<file path="src/rtl/fan_ctrl.sv">
// fan_ctrl: Wishbone-mapped PWM fan driver with per-channel tach counters.
// Stall detection and IRQ are built only when FAN_STALL_IRQ_EN is defined.
module fan_tach_ch #(
  parameter int CNT_W = 26
) (
  input  logic             clk,
  input  logic             rst,
  input  logic             fan,
  input  logic             term,
  output logic [CNT_W-1:0] live,
  output logic [CNT_W-1:0] tach
);
  logic s1, s2, hist, fall;
  assign fall = hist & ~s2;

  always_ff @(posedge clk or posedge rst) begin
    if (rst) begin
      s1   <= 1'b0;
      s2   <= 1'b0;
      hist <= 1'b0;
      live <= '0;
      tach <= '0;
    end else begin
      s1   <= fan;
      s2   <= s1;
      hist <= s2;
      // an edge seen on the terminal cycle belongs to the next window
      if (term) begin
        tach <= live;
        live <= {{(CNT_W-1){1'b0}}, fall};
      end else if (fall && !(&live)) begin
        live <= live + 1'b1;
      end
    end
  end
endmodule

module fan_ctrl #(
  parameter int CH_NUM  = 4,
  parameter int PWM_W   = 10,
  parameter int CNT_W   = 26,
  parameter int WIN_CYC = 50000000
) (
  input  logic              CLK_I,
  input  logic              RST_I,
  input  logic              FAN_STB_I,
  input  logic              FAN_WE_I,
  input  logic [5:0]        FAN_ADR_I,
  input  logic [31:0]       FAN_DAT_I,
  input  logic [3:0]        FAN_SEL_I,
  input  logic              FAN_CYC_I,
  input  logic              FAN_LOCK_I,
  input  logic [2:0]        FAN_CTI_I,
  input  logic [1:0]        FAN_BTE_I,
  output logic              FAN_ACK_O,
  output logic [31:0]       FAN_DAT_O,
  output logic              FAN_ERR_O,
  output logic              FAN_RTY_O,
  output logic [CH_NUM-1:0] PWM_O,
  input  logic [CH_NUM-1:0] FAN_IN,
  output logic              IRQ_O
);
  localparam int WIN_W = $clog2(WIN_CYC);

  logic                         access, wr, term, pwm_en;
  logic [3:0]                   idx, stat, mask;
  logic [CH_NUM-1:0][PWM_W-1:0] duty_sh, duty_act;
  logic [CH_NUM-1:0][CNT_W-1:0] live, tach;
  logic [PWM_W-1:0]             cnt;
  logic [WIN_W-1:0]             win;
  logic [CNT_W-1:0]             thr;
  logic [31:0]                  rd;
  logic                         unused_in;

  assign access    = FAN_STB_I & ~FAN_ACK_O;
  assign wr        = access & FAN_WE_I;
  assign idx       = FAN_ADR_I[5:2];
  assign term      = (win == WIN_W'(WIN_CYC - 1));
  assign FAN_ERR_O = 1'b0;
  assign FAN_RTY_O = 1'b0;
  assign unused_in = ^{FAN_SEL_I, FAN_CYC_I, FAN_LOCK_I, FAN_CTI_I, FAN_BTE_I,
                       FAN_ADR_I[1:0], FAN_DAT_I};

  always_ff @(posedge CLK_I or posedge RST_I) begin
    if (RST_I) begin
      FAN_ACK_O <= 1'b0;
      FAN_DAT_O <= '0;
      cnt       <= '0;
      win       <= '0;
      pwm_en    <= 1'b0;
      duty_sh   <= '0;
      duty_act  <= '0;
    end else begin
      FAN_ACK_O <= access;
      FAN_DAT_O <= (access & ~FAN_WE_I) ? rd : '0;
      cnt       <= cnt + 1'b1;
      win       <= term ? '0 : win + 1'b1;
      if (wr && idx == 4'd8) pwm_en <= FAN_DAT_I[0];
      for (int n = 0; n < CH_NUM; n++) begin
        if (wr && idx == 4'(n)) duty_sh[n] <= FAN_DAT_I[PWM_W-1:0];
        // duty swaps only as the counter wraps, so no period is cut short
        if (&cnt) duty_act[n] <= duty_sh[n];
      end
    end
  end

  for (genvar g = 0; g < CH_NUM; g++) begin : g_ch
    assign PWM_O[g] = pwm_en & (cnt < duty_act[g]);
    fan_tach_ch #(.CNT_W(CNT_W)) u_ch (
      .clk (CLK_I),
      .rst (RST_I),
      .fan (FAN_IN[g]),
      .term(term),
      .live(live[g]),
      .tach(tach[g])
    );
  end

  always_comb begin
    rd = '0;
    for (int n = 0; n < CH_NUM; n++) begin
      if (idx == 4'(n))     rd = 32'(duty_sh[n]);
      if (idx == 4'(n + 4)) rd = 32'(tach[n]);
    end
    case (idx)
      4'd8:    rd = {20'd0, mask, 7'd0, pwm_en};
      4'd9:    rd = {28'd0, stat};
      4'd10:   rd = 32'(thr);
      default: ;
    endcase
  end

`ifdef FAN_STALL_IRQ_EN
  logic [3:0] stall_set, clr;

  always_comb begin
    stall_set = '0;
    for (int n = 0; n < CH_NUM; n++)
      stall_set[n] = term && (thr != '0) && (live[n] < thr);
  end
  assign clr = (wr && idx == 4'd9) ? FAN_DAT_I[3:0] : 4'd0;

  always_ff @(posedge CLK_I or posedge RST_I) begin
    if (RST_I) begin
      stat <= '0;
      mask <= '0;
      thr  <= '0;
    end else begin
      stat <= (stat & ~clr) | stall_set;
      if (wr && idx == 4'd8)  mask <= FAN_DAT_I[11:8];
      if (wr && idx == 4'd10) thr  <= FAN_DAT_I[CNT_W-1:0];
    end
  end
  assign IRQ_O = |(stat & mask);
`else
  logic unused_live;
  assign unused_live = ^live;
  assign stat  = '0;
  assign mask  = '0;
  assign thr   = '0;
  assign IRQ_O = 1'b0;
`endif
endmodule
</file>
<file path="config.mk">
export PLATFORM = sky130hd
export DESIGN_NAME = fan_ctrl
export DESIGN_NICKNAME = d
export VERILOG_FILES = /design/src/rtl/fan_ctrl.sv
export SDC_FILE = /design/constraint.sdc
export NUM_CORES = 1
export LEC_CHECK = 0
export CAP_MARGIN = 20
export CORE_ASPECT_RATIO = 1.75
export CORE_UTILIZATION = 58
export DETAILED_ROUTE_END_ITERATION = 8
export DONT_BUFFER_PORTS = 1
export GPL_TIMING_DRIVEN = 0
export PLACE_DENSITY = 0.74
export SLEW_MARGIN = 10
export SYNTH_ARGS = -nofsm -noshare
export SYNTH_HDL_FRONTEND = slang
export SYNTH_SLANG_ARGS = --single-unit
</file>
<file path="constraint.sdc">
create_clock -name CLK_I -period 17.3 [get_ports CLK_I]
set_input_delay 5.19 -clock CLK_I [delete_from_list [all_inputs] [get_ports CLK_I]]
set_output_delay 5.19 -clock CLK_I [all_outputs]
set_load 0.1 [all_outputs]
</file>
==> results.toml <==
[outcome]
status = "completed"

[synth]
syn_avg_cell_area_um2 = 9.88
synth-edff-count = 0
yosysWarnings = 0
syn_area_um2 = 17300
ys_ff_latch = 364
synthCells = 1754
synthArstFlopShare_pct = 100
synth.distinct_cells = 62
yosys_most_used_dff = "dfrtp_1"
ys_seq_area_share_pct = 52.6

[global_route]
grt_pass1_vias = 13800
grt_pass1_wl_mm = 76.0
grt_max_degree = 124
grt_util_all_layers_pct = 32.5
antenna_found_initial = 0
grt_overflow_total = 0

[layout]
multiInputGateArea_um2 = 7630
diodes = 0
final_cell_mix = "364 x dfrtp_1, 363 x nand2_1, 93 x nor2_1"
final_common_cell = "dfrtp_1"
fillers = 2353
fin_nets = 1906
layout.cells.non_filler = 2214
area_growth_pct = 10.2
design_area_um2 = 19100
layout-drive-gt1-share_pct = 8.90
regArea_um2 = 9110

[hold_path]
whs_path_depth = 0
worst_hold_path_type = "reg -> reg"
hold_start = "g_ch[2].u_ch.s1"

[power]
p_total_w = 0.00184
ir_drop_uv = 76.2
cellLeakagePower_nw = 8.64
cellPowerDensity_nw_per_um2 = 96.3

[routing]
wl_per_cell_um = 21.6
vias = 13700
drcViolationCount = 0
drt-initial-drc-count = 1010
highest_layer = "met4"
via_per_inst = 6.18
ant_nets = 0
wl_met2_mm = 24.7
wl_mm = 47.9
wl_met1_mm = 16.6
met3_wirelength_mm = 2.56
first_pass_iters = 6

[place]
port_buffers = 0
pre_cts_ws_ns = 9.32
gp_congestion = 0.999
hpwlAfterDp_mm = 35.6
placed_area_um2 = 17900
place_inst = 2147

[clock_network]
post-cts-setup-buffers = 0
cts_root_buffer = "clkbuf_16"
path_clk_slew_ns = 0.06
h-tree-depth = 2
numCtsBuffers = 36
post_cts_resized = 0
cts_tree = "built"
cts.sink_count = 364
clkLatencyLatePin_ns = 0.55
clockBufferDepth = 3
ctsHoldBuffers = 0

[setup_path]
r2r_setup_slack_ns = 14.07
critPathSlowestCell = "o31a_1"
critPathRequiredTime_ns = 12.11
worst-path-stages = 5
critPathMaxFanout = 9
crit_start = "cnt[5]"
path_delay_family = "compound AO/OA/AOI/OAI gates"
cp_num_buf_inv = 0
path_class = "reg -> out"
cpMostUsedCell = "a2111oi_0"
r2r-start = "win[0]"
r2r_cells = 8
worstPathCellList = "ha_1 -> a2111oi_0 -> nor2_1 -> a2111oi_0 -> o31a_1"
critPathMaxStageDelay_ns = 0.90
crit_path_start_kind = "flop"
end_kind = "output port"
cp.arrival_ns = 3.38

[die]
die_x_um = 133
core-area_um2 = 29400
initial_core_util_pct = 59.0
die_y_um = 231
io_pins = 97
dieArea_um2 = 30600
placementRows = 83

[sta]
tns_ns = 0
drv_slew = 0
hold_violations = 0
post-route-period-util_pct = 49.6
max_freq_mhz = 117
fin_crit_ns = 8.57
setup_slack_ns = 8.73
clock_skew_ns = 0.0286
rsz0062_at_grt = "no"
setup_viol = 0
worstMarginPinSlew_ns = 1.04
relSlewSlack_pct = 30.0

[job]
drv_cap = 0
-- metal layers --
layer  global-route usage (%)  up-vias
li1                         -     6276
met1                     34.0     6746
met2                     58.0      461
met3                     5.47      189
met4                     24.2        0
met5                        0        -
-- synth_stat cells (8+ instances only) --
master | n | area [um2]
a2111oi_0 | 15 | 131
a211oi_1 | 19 | 143
a21o_1 | 10 | 75.1
a21oi_1 | 86 | 430
a22o_1 | 12 | 105
a22oi_1 | 34 | 255
and2_1 | 10 | 62.6
and3_1 | 20 | 125
and4_1 | 19 | 166
buf_4 | 9 | 67.6
clkbuf_1 | 73 | 274
dfrtp_1 | 364 | 9110
ha_1 | 42 | 526
inv_1 | 63 | 236
mux2_2 | 72 | 811
mux2i_1 | 11 | 110
nand2_1 | 363 | 1360
nand2b_1 | 13 | 81.3
nand3_1 | 51 | 255
nand4_1 | 40 | 250
nor2_1 | 93 | 349
nor2b_1 | 17 | 106
nor3_1 | 18 | 90.1
nor4_1 | 13 | 81.3
o211ai_1 | 16 | 120
o21ai_0 | 59 | 295
o2bb2ai_1 | 8 | 70.1
o31ai_1 | 23 | 173
or3_1 | 32 | 200
or4_1 | 22 | 165
xnor2_1 | 39 | 342
xor2_1 | 27 | 236
-- per-stage QoR --
step | hold WS (ns) | utilization (%)
2_1_floorplan | 0.331 | -
3_5_place_dp | 0.336 | 60.9
4_1_cts | 0.351 | 64.9
3_3_place_gp | 0.332 | 60.7
6_report | 0.348 | 65.0
5_1_grt | 0.354 | 65.0
-- power by group --
part	internal (W)	switching, W	leakage, nW
clock network	0.000439	0.000342	0.569
registers	0.000889	0.0000520	4.95
logic	0.0000427	0.0000742	3.12
total	0.00137	0.000468	8.64
-- flip-flops by register name, indices dropped and copies added, names as in the netlist --
| register | cells |
|---|---|
| g_ch.u_ch.live | 104 |
| g_ch.u_ch.tach | 104 |
| cnt | 10 |
| g_ch.u_ch.s2 | 4 |
| duty_sh | 40 |
| duty_act | 40 |
| g_ch.u_ch.s1 | 4 |
| FAN_ACK_O | 1 |
| g_ch.u_ch.hist | 4 |
| pwm_en | 1 |
| FAN_DAT_O | 26 |
| win | 26 |
-- logic make-up after synthesis --
group                      after synthesis  share of synthesized area (%)
AOI/OAI and AO/OA                      315                           11.9
muxes                                   85                           5.58
DFF                                    364                           52.6
xor gates and xnor gates                66                           3.34
adders and majority gates               42                           3.03
and+or+nand+nor                        728                           20.0
buffers and inverters                  153                           3.55
other                                    1                         0.0216
-- final timing paths --
check | endpoint
max in group asynchronous | g_ch[2].u_ch.s1
worst min register to register | g_ch[2].u_ch.s2
min in group asynchronous | duty_sh[18]
worst max register to register | win[12]
worst min-delay path | g_ch[2].u_ch.s2
worst max-delay path | PWM_O[3]
-- area by class of cell --
class / instances / share of cell area [%]
inverter: 63 / 1.28
timing repair buffer: 7 / 0.439
tap: 382 / 2.50
sequential: 364 / 47.7
buffer: 90 / 1.98
multi-input combinational: 1245 / 40.0
clock inverter: 17 / 0.721
clock buffer: 46 / 5.39
-- worst register-to-register path: cells and delay by family, from the launching register on --
kind | cells | cell delay, ns
buffers and inverters | 4 | 1.85
and+or+nand+nor | 3 | 0.57
DFF | 1 | 0.41
adders and majority gates | 1 | 0.25
No activity file was read; power rests on OpenSTA's default activity.
